==> config.mk <==
export PLATFORM = sky130hd
export DESIGN_NAME = modulo_entrada
export DESIGN_NICKNAME = d
export VERILOG_FILES = /design/src/rtl/modulo_entrada.sv
export SDC_FILE = /design/constraint.sdc
export NUM_CORES = 1
export LEC_CHECK = 0
export ABC_AREA = 1
export CORE_MARGIN = 2
export CORE_UTILIZATION = 59
export CTS_CLUSTER_DIAMETER = 120
export DETAILED_ROUTE_END_ITERATION = 12
export PLACE_DENSITY = 0.84
export SKIP_LAST_GASP = 1
export SYNTH_ARGS = -nofsm -noshare
export SYNTH_HDL_FRONTEND = slang
export SYNTH_SLANG_ARGS = --single-unit
export TNS_END_PERCENT = 50
==> constraint.sdc <==
create_clock -name clk -period 6.9 [get_ports clk]
set_clock_uncertainty 0.2 [all_clocks]
set_input_delay 1.38 -clock clk [delete_from_list [all_inputs] [get_ports clk]]
set_output_delay 1.38 -clock clk [all_outputs]
set_load 0.05 [all_outputs]
==> src/rtl/modulo_entrada.sv <==
// modulo_entrada: input-port peripheral behind the processor's IN instruction.
// Synchronises and debounces the active-low "ent" button, captures the switch
// bank on a confirmed press and holds the word for the CPU until it is read.
module modulo_entrada #(
  parameter int DATA_W     = 16,
  parameter int DEB_CYCLES = 4,
  parameter int CNT_W      = 20
) (
  input  logic              clk,
  input  logic              reset,
  input  logic [DATA_W-1:0] switch,
  input  logic              ent,
  input  logic              rd_req,
  output logic [DATA_W-1:0] data,
  output logic              valid,
  output logic              ack
);

  typedef enum logic [1:0] {
    IDLE      = 2'd0,
    DEB_PRESS = 2'd1,
    FULL      = 2'd2,
    DEB_REL   = 2'd3
  } state_t;

  // Last count value of a debounce window; the counter never goes past it.
  localparam logic [CNT_W-1:0] CNT_LAST = CNT_W'(DEB_CYCLES - 1);

  logic              r_entMeta;
  logic              r_entSync;
  logic [DATA_W-1:0] r_swMeta;
  logic [DATA_W-1:0] r_swSync;

  state_t            r_state;
  logic [CNT_W-1:0]  r_cnt;
  logic [DATA_W-1:0] r_data;
  logic              r_valid;
  logic              r_ack;

  state_t            w_nextState;
  logic [CNT_W-1:0]  w_nextCnt;
  logic [DATA_W-1:0] w_nextData;
  logic              w_nextValid;
  logic              w_nextAck;

  // Two-flop synchronisers; the button idles released (1) out of reset.
  always_ff @(posedge clk or posedge reset) begin
    if (reset) begin
      r_entMeta <= 1'b1;
      r_entSync <= 1'b1;
      r_swMeta  <= '0;
      r_swSync  <= '0;
    end else begin
      r_entMeta <= ent;
      r_entSync <= r_entMeta;
      r_swMeta  <= switch;
      r_swSync  <= r_swMeta;
    end
  end

  // State, debounce counter and the held word / handshake registers.
  always_ff @(posedge clk or posedge reset) begin
    if (reset) begin
      r_state <= IDLE;
      r_cnt   <= '0;
      r_data  <= '0;
      r_valid <= 1'b0;
      r_ack   <= 1'b0;
    end else begin
      r_state <= w_nextState;
      r_cnt   <= w_nextCnt;
      r_data  <= w_nextData;
      r_valid <= w_nextValid;
      r_ack   <= w_nextAck;
    end
  end

  // Next-state logic: press debounce, hold until read, then release debounce
  // so one physical press can only ever deliver one word.
  always_comb begin
    w_nextState = r_state;
    w_nextCnt   = r_cnt;
    w_nextData  = r_data;
    w_nextValid = r_valid;
    w_nextAck   = 1'b0;
    case (r_state)
      IDLE: begin
        if (!r_entSync) begin
          w_nextCnt   = CNT_W'(1);
          w_nextState = DEB_PRESS;
        end
      end
      DEB_PRESS: begin
        if (r_entSync) begin
          w_nextCnt   = '0;
          w_nextState = IDLE;
        end else if (r_cnt == CNT_LAST) begin
          w_nextData  = r_swSync;
          w_nextValid = 1'b1;
          w_nextCnt   = '0;
          w_nextState = FULL;
        end else begin
          w_nextCnt = r_cnt + CNT_W'(1);
        end
      end
      FULL: begin
        if (rd_req) begin
          w_nextValid = 1'b0;
          w_nextAck   = 1'b1;
          w_nextState = DEB_REL;
        end
      end
      DEB_REL: begin
        if (!r_entSync) begin
          w_nextCnt = '0;
        end else if (r_cnt == CNT_LAST) begin
          w_nextCnt   = '0;
          w_nextState = IDLE;
        end else begin
          w_nextCnt = r_cnt + CNT_W'(1);
        end
      end
      default: begin
        w_nextCnt   = '0;
        w_nextState = IDLE;
      end
    endcase
  end

  assign data  = r_data;
  assign valid = r_valid;
  assign ack   = r_ack;

endmodule
# After elaboration in Yosys (flattened, before gate mapping)
# Cells that the tools add are included.
dict set report word_totals {
  reg_bits 74
  inputBits 20
  elab_cells 47
}
dict set report classes {
  add_sub_neg 1
  n_eq_ne 11
  muxes 18
  n_bitwise 1
  reduce_logical 7
}
# cell n
set op_table {}
lappend op_table {{2-to-1 mux 20 bit} 4}
lappend op_table {{case mux 20 bit (3 select lines)} 1}
lappend op_table {{adder 20 x 1 -> 20 bit (second input constant)} 1}
lappend op_table {{== test 20 x 2 -> 1 bit (second input constant)} 1}
lappend op_table {{2-to-1 mux 2 bit} 6}
lappend op_table {{inequality test 2 bit (second input constant)} 6}
lappend op_table {{case mux 2 bit (4 select lines)} 1}
lappend op_table {{2-to-1 mux 1 bit} 5}
lappend op_table {{AND reduction 5 bit} 1}
lappend op_table {{== test 2 bit (second input constant)} 2}
lappend op_table {{AND reduction 4 bit} 1}
lappend op_table {{inequality test 3 bit (second input constant)} 1}
lappend op_table {{AND reduction 3 bit} 1}
lappend op_table {{nonzero test 3 bit} 1}
lappend op_table {{== test 2 x 1 -> 1 bit (second input constant)} 1}
lappend op_table {{zero test 2 bit} 1}
lappend op_table {{case mux 1 bit (2 select lines)} 1}
lappend op_table {{AND reduction 2 bit} 1}
lappend op_table {{nonzero test 2 bit} 1}
lappend op_table {{inverter 1 bit} 1}

# Logic depth before layout (Yosys ltp)
dict set report depth {
  word_depth 4
  depth_mapped 10
}

# Worst setup path after synthesis
# Ideal clock, no wire load.
dict set report synth_path {
  path_type {input-to-reg}
  startpoint {input port rd_req}
  endpoint {register r_state[0]}
  setup_time_ns 0.117
  arrival_time_ns 1.929
  required_ns 6.583
  setup_slack_ns 4.655
  stages 7
  path_cell_list {inv_1 -> a31oi_1 -> nor2_1 -> a21oi_1 -> nand2_1 -> nand2_1 -> nand2_1}
}
dict set report synth_via {
  elab_chain_len 2
}
# item line
set synth_rtl {}
lappend synth_rtl {{start, declared} 13} ;# input logic rd_req,
lappend synth_rtl {{inequality test 2 bit (no source line)} n/a}
lappend synth_rtl {{AND reduction 5 bit (no source line)} n/a}
lappend synth_rtl {{end signal, assigned} 70} ;# r_state <= w_nextState;
lappend synth_rtl {{end, declared} 34} ;# state_t r_state;
# Every way passes these cells.
# A chain may end at the register's enable or synchronous reset.

# Worst setup path after layout
dict set report layout_path {
  startpoint {register r_data[13] (netlist: data[13])}
  endpoint {output port data[13]}
}
# item line
set layout_rtl {}
lappend layout_rtl {{start, declared} 36} ;# logic [DATA_W-1:0] r_data;
lappend layout_rtl {{start signal, assigned} 72} ;# r_data <= w_nextData;
lappend layout_rtl {{end, declared} 14} ;# output logic [DATA_W-1:0] data,
# No word-level cell between the ends.

==> run_results.csv <==
group,metric,value,unit
run_status,status,"complete, no violations",
cts,h-tree-depth,3,
placement,dp_slack,4.09,ns
finish,multiInputGateArea,997,um^2
detailed_routing,routed_wl,5.76,mm
finish,final_cell_mix,"100 x nand2_1, 72 x dfrtp_1, 37 x clkdlybuf4s50_1, 28 x inv_1",
placement,dp_hpwl,3.82,mm
worst_setup_path,required,5.32,ns
detailed_routing,vias,2129,
floorplan,fp.coreArea,5010,um^2
worst_setup_path,worstSetupStartpointType,"flop",
global_routing,grt_pass1_vias,2049,
worst_setup_path,end_kind,"primary output",
synthesis,syn_nets,332,
detailed_routing,drt_iter0_drc,152,
placement,gp_congestion,0.839,
sta,whs,0.132,ns
job,max_cap_violations,0,
worst_hold_path,hold_class,"flop to flop",
finish,post-route-util,73.0,%
cts,clk_pin_slew,0.08,ns
finish,layout-drive-gt1-share,10.9,%
synthesis,syn-instance-count,311,
worst_setup_path,critical_path_buf_inv_count,1,
cts,cts_setup_buffers,0,
sta,rsz0062_at_grt,"false",
global_routing,grt_overflow,0,
finish,seqCellArea,1850,um^2
sta,setup_tns,0,ns
sta,drv_slew,0,
worst_setup_path,slowest_stage,"clkdlybuf4s50_1",
finish,fillers,356,
finish,nets,376,
detailed_routing,firstDrtPassIters,5,
synthesis,synthFlopType,"dfrtp_1",
floorplan,start_util,60.3,%
floorplan,die_h,75.6,um
worst_setup_path,r2r_slack,4.84,ns
floorplan,die_w,75.6,um
power,power_density,352,nW/um^2
power,peakVddDrop,0.000258,V
synthesis,netlist_area,3020,um^2
worst_setup_path,cp_cell_sequence,"clkdlybuf4s50_1",
finish,syn2layout_area_growth,21.0,%
detailed_routing,drc,0,
cts,hold_buffers,0,
cts,cts_buffer_depth,2,
floorplan,dieArea,5710,um^2
synthesis,synth_seq_cells,74,
worst_setup_path,worstSetupPathType,"flop to primary output",
cts,ctsResizeCount,0,
finish,final_common_cell,"nand2_1",
synthesis,synth_enable_flop_cells,0,
sta,worst_pin_slew,0.872,ns
worst_setup_path,arrival,1.54,ns
placement,port_buffers,37,
global_routing,grt_usage,23.0,%
sta,hold_viol,0,
power,p_leak,1.74,nW
sta,finalSetupViolations,0,
cts,cts_root_buf,"clkbuf_8",
sta,fin_crit_sh,45.2,%
sta,relSlewSlack,41.8,%
cts,clock_latency,0.35,ns
sta,fmax,0.321,GHz
finish,num_antenna_cells,0,
synthesis,post_synth.cell_area_avg,9.72,um^2
cts,cts-buffers-inserted,9,
worst_setup_path,cpPeakStageDelay,0.82,ns
global_routing,grt_pass1_wl,9.38,mm
cts,cts_sinks,74,
detailed_routing,post_drt_wl_per_cell,13.4,um
cts,cts_tree,"done",
global_routing,antenna_found_initial,0,
sta,layout_min_cycle_time,3.12,ns
worst_setup_path,cp_top_family,"buffers and inverters",
synthesis,ys_types,30,
floorplan,rows,26,
worst_setup_path,critPathMaxFanout,2,
global_routing,grt_max_degree,75,
detailed_routing,viasPerCell,4.96,
synthesis,ys_async_sr_fraction,100,%
detailed_routing,ant_nets,0,
synthesis,synth-seq-area-share,61.3,%
floorplan,num_io_pins,38,
synthesis,ys_warn_count,0,
sta,setup_slack,3.78,ns
[flip-flops by register name, indices dropped and copies added, names as in the netlist, named ones only]
| signal | count |
|---|---|
| ack | 1 |
| r_cnt | 20 |
| valid | 1 |
| r_swSync | 16 |
| r_entSync | 1 |
| r_state | 1 |
| r_entMeta | 1 |
| r_swMeta | 16 |
| data | 16 |
[stage by stage]
step                total power, mW  cell area (um^2)  cells
floorplan                     0.805              3020    311
global placement              0.920              3440    414
detailed placement            0.937              3440    414
CTS                            1.30              3660    429
global route                   1.35              3660    429
finish                         1.29              3660    429
[metal layers]
layer  vias up  part of all wire [%]  global-route usage (%)
met2        49                    50                    36.8
li1       1064                     -                       -
met4         0                   2.6                    12.1
met1      1003                    43                    29.5
met3        13                   3.5                    5.16
met5         -                     0                       0
[cell usage after synthesis (all sizes together), types with 2 or more instances]
master    n  share of area, %
buf       4               1.4
nand4     5               1.0
nor3      5              0.83
o21ai    13               2.3
xor2     11               3.2
nor2     27               5.1
inv      33               4.2
o22ai     5               1.0
nand2   104                13
dfstp     2               1.7
dfrtp    72                60
xnor2     2              0.58
nand3    22               4.4
[path summary, 6_finish.rpt]
path,endpoint,cells past startpoint,startpoint
worst min-delay path,r_swSync[4],0,r_swMeta[4]
worst min register to register,r_swSync[4],0,r_swMeta[4]
worst max register to register,r_cnt[13],8,r_cnt[0]
max in group asynchronous,r_cnt[7],3,reset
min in group asynchronous,r_swMeta[13],3,reset
worst max-delay path,data[13],1,data[13]
[power breakdown]
part / internal [mW] / switching (mW) / total [mW]
logic: 0.118 / 0.271 / 0.389
clock network: 0.203 / 0.155 / 0.357
registers: 0.495 / 0.0448 / 0.540
[kinds of logic (layout without fill, tap and decap cells)]
| family | after synthesis | in the layout | share of synthesized area (%) |
|---|---|---|---|
| buffers and inverters | 38 | 86 | 5.67 |
| AOI/OAI and AO/OA | 22 | 22 | 4.18 |
| DFF | 74 | 74 | 61.3 |
| adders and majority gates | 1 | 1 | 0.414 |
| xor gates and xnor gates | 13 | 13 | 3.77 |
| and+or+nand+nor | 163 | 163 | 24.6 |
[area by class of cell]
| class | count | area share, % |
|---|---|---|
| Tap cell | 70 | 2.39 |
| Timing Repair Buffer | 38 | 10.3 |
| Inverter | 33 | 3.46 |
| Clock buffer | 9 | 3.39 |
| Sequential cell | 74 | 50.7 |
| Clock inverter | 6 | 2.46 |
| Multi-Input combinational cell | 199 | 27.3 |
No activity file was read; power rests on OpenSTA's default activity.
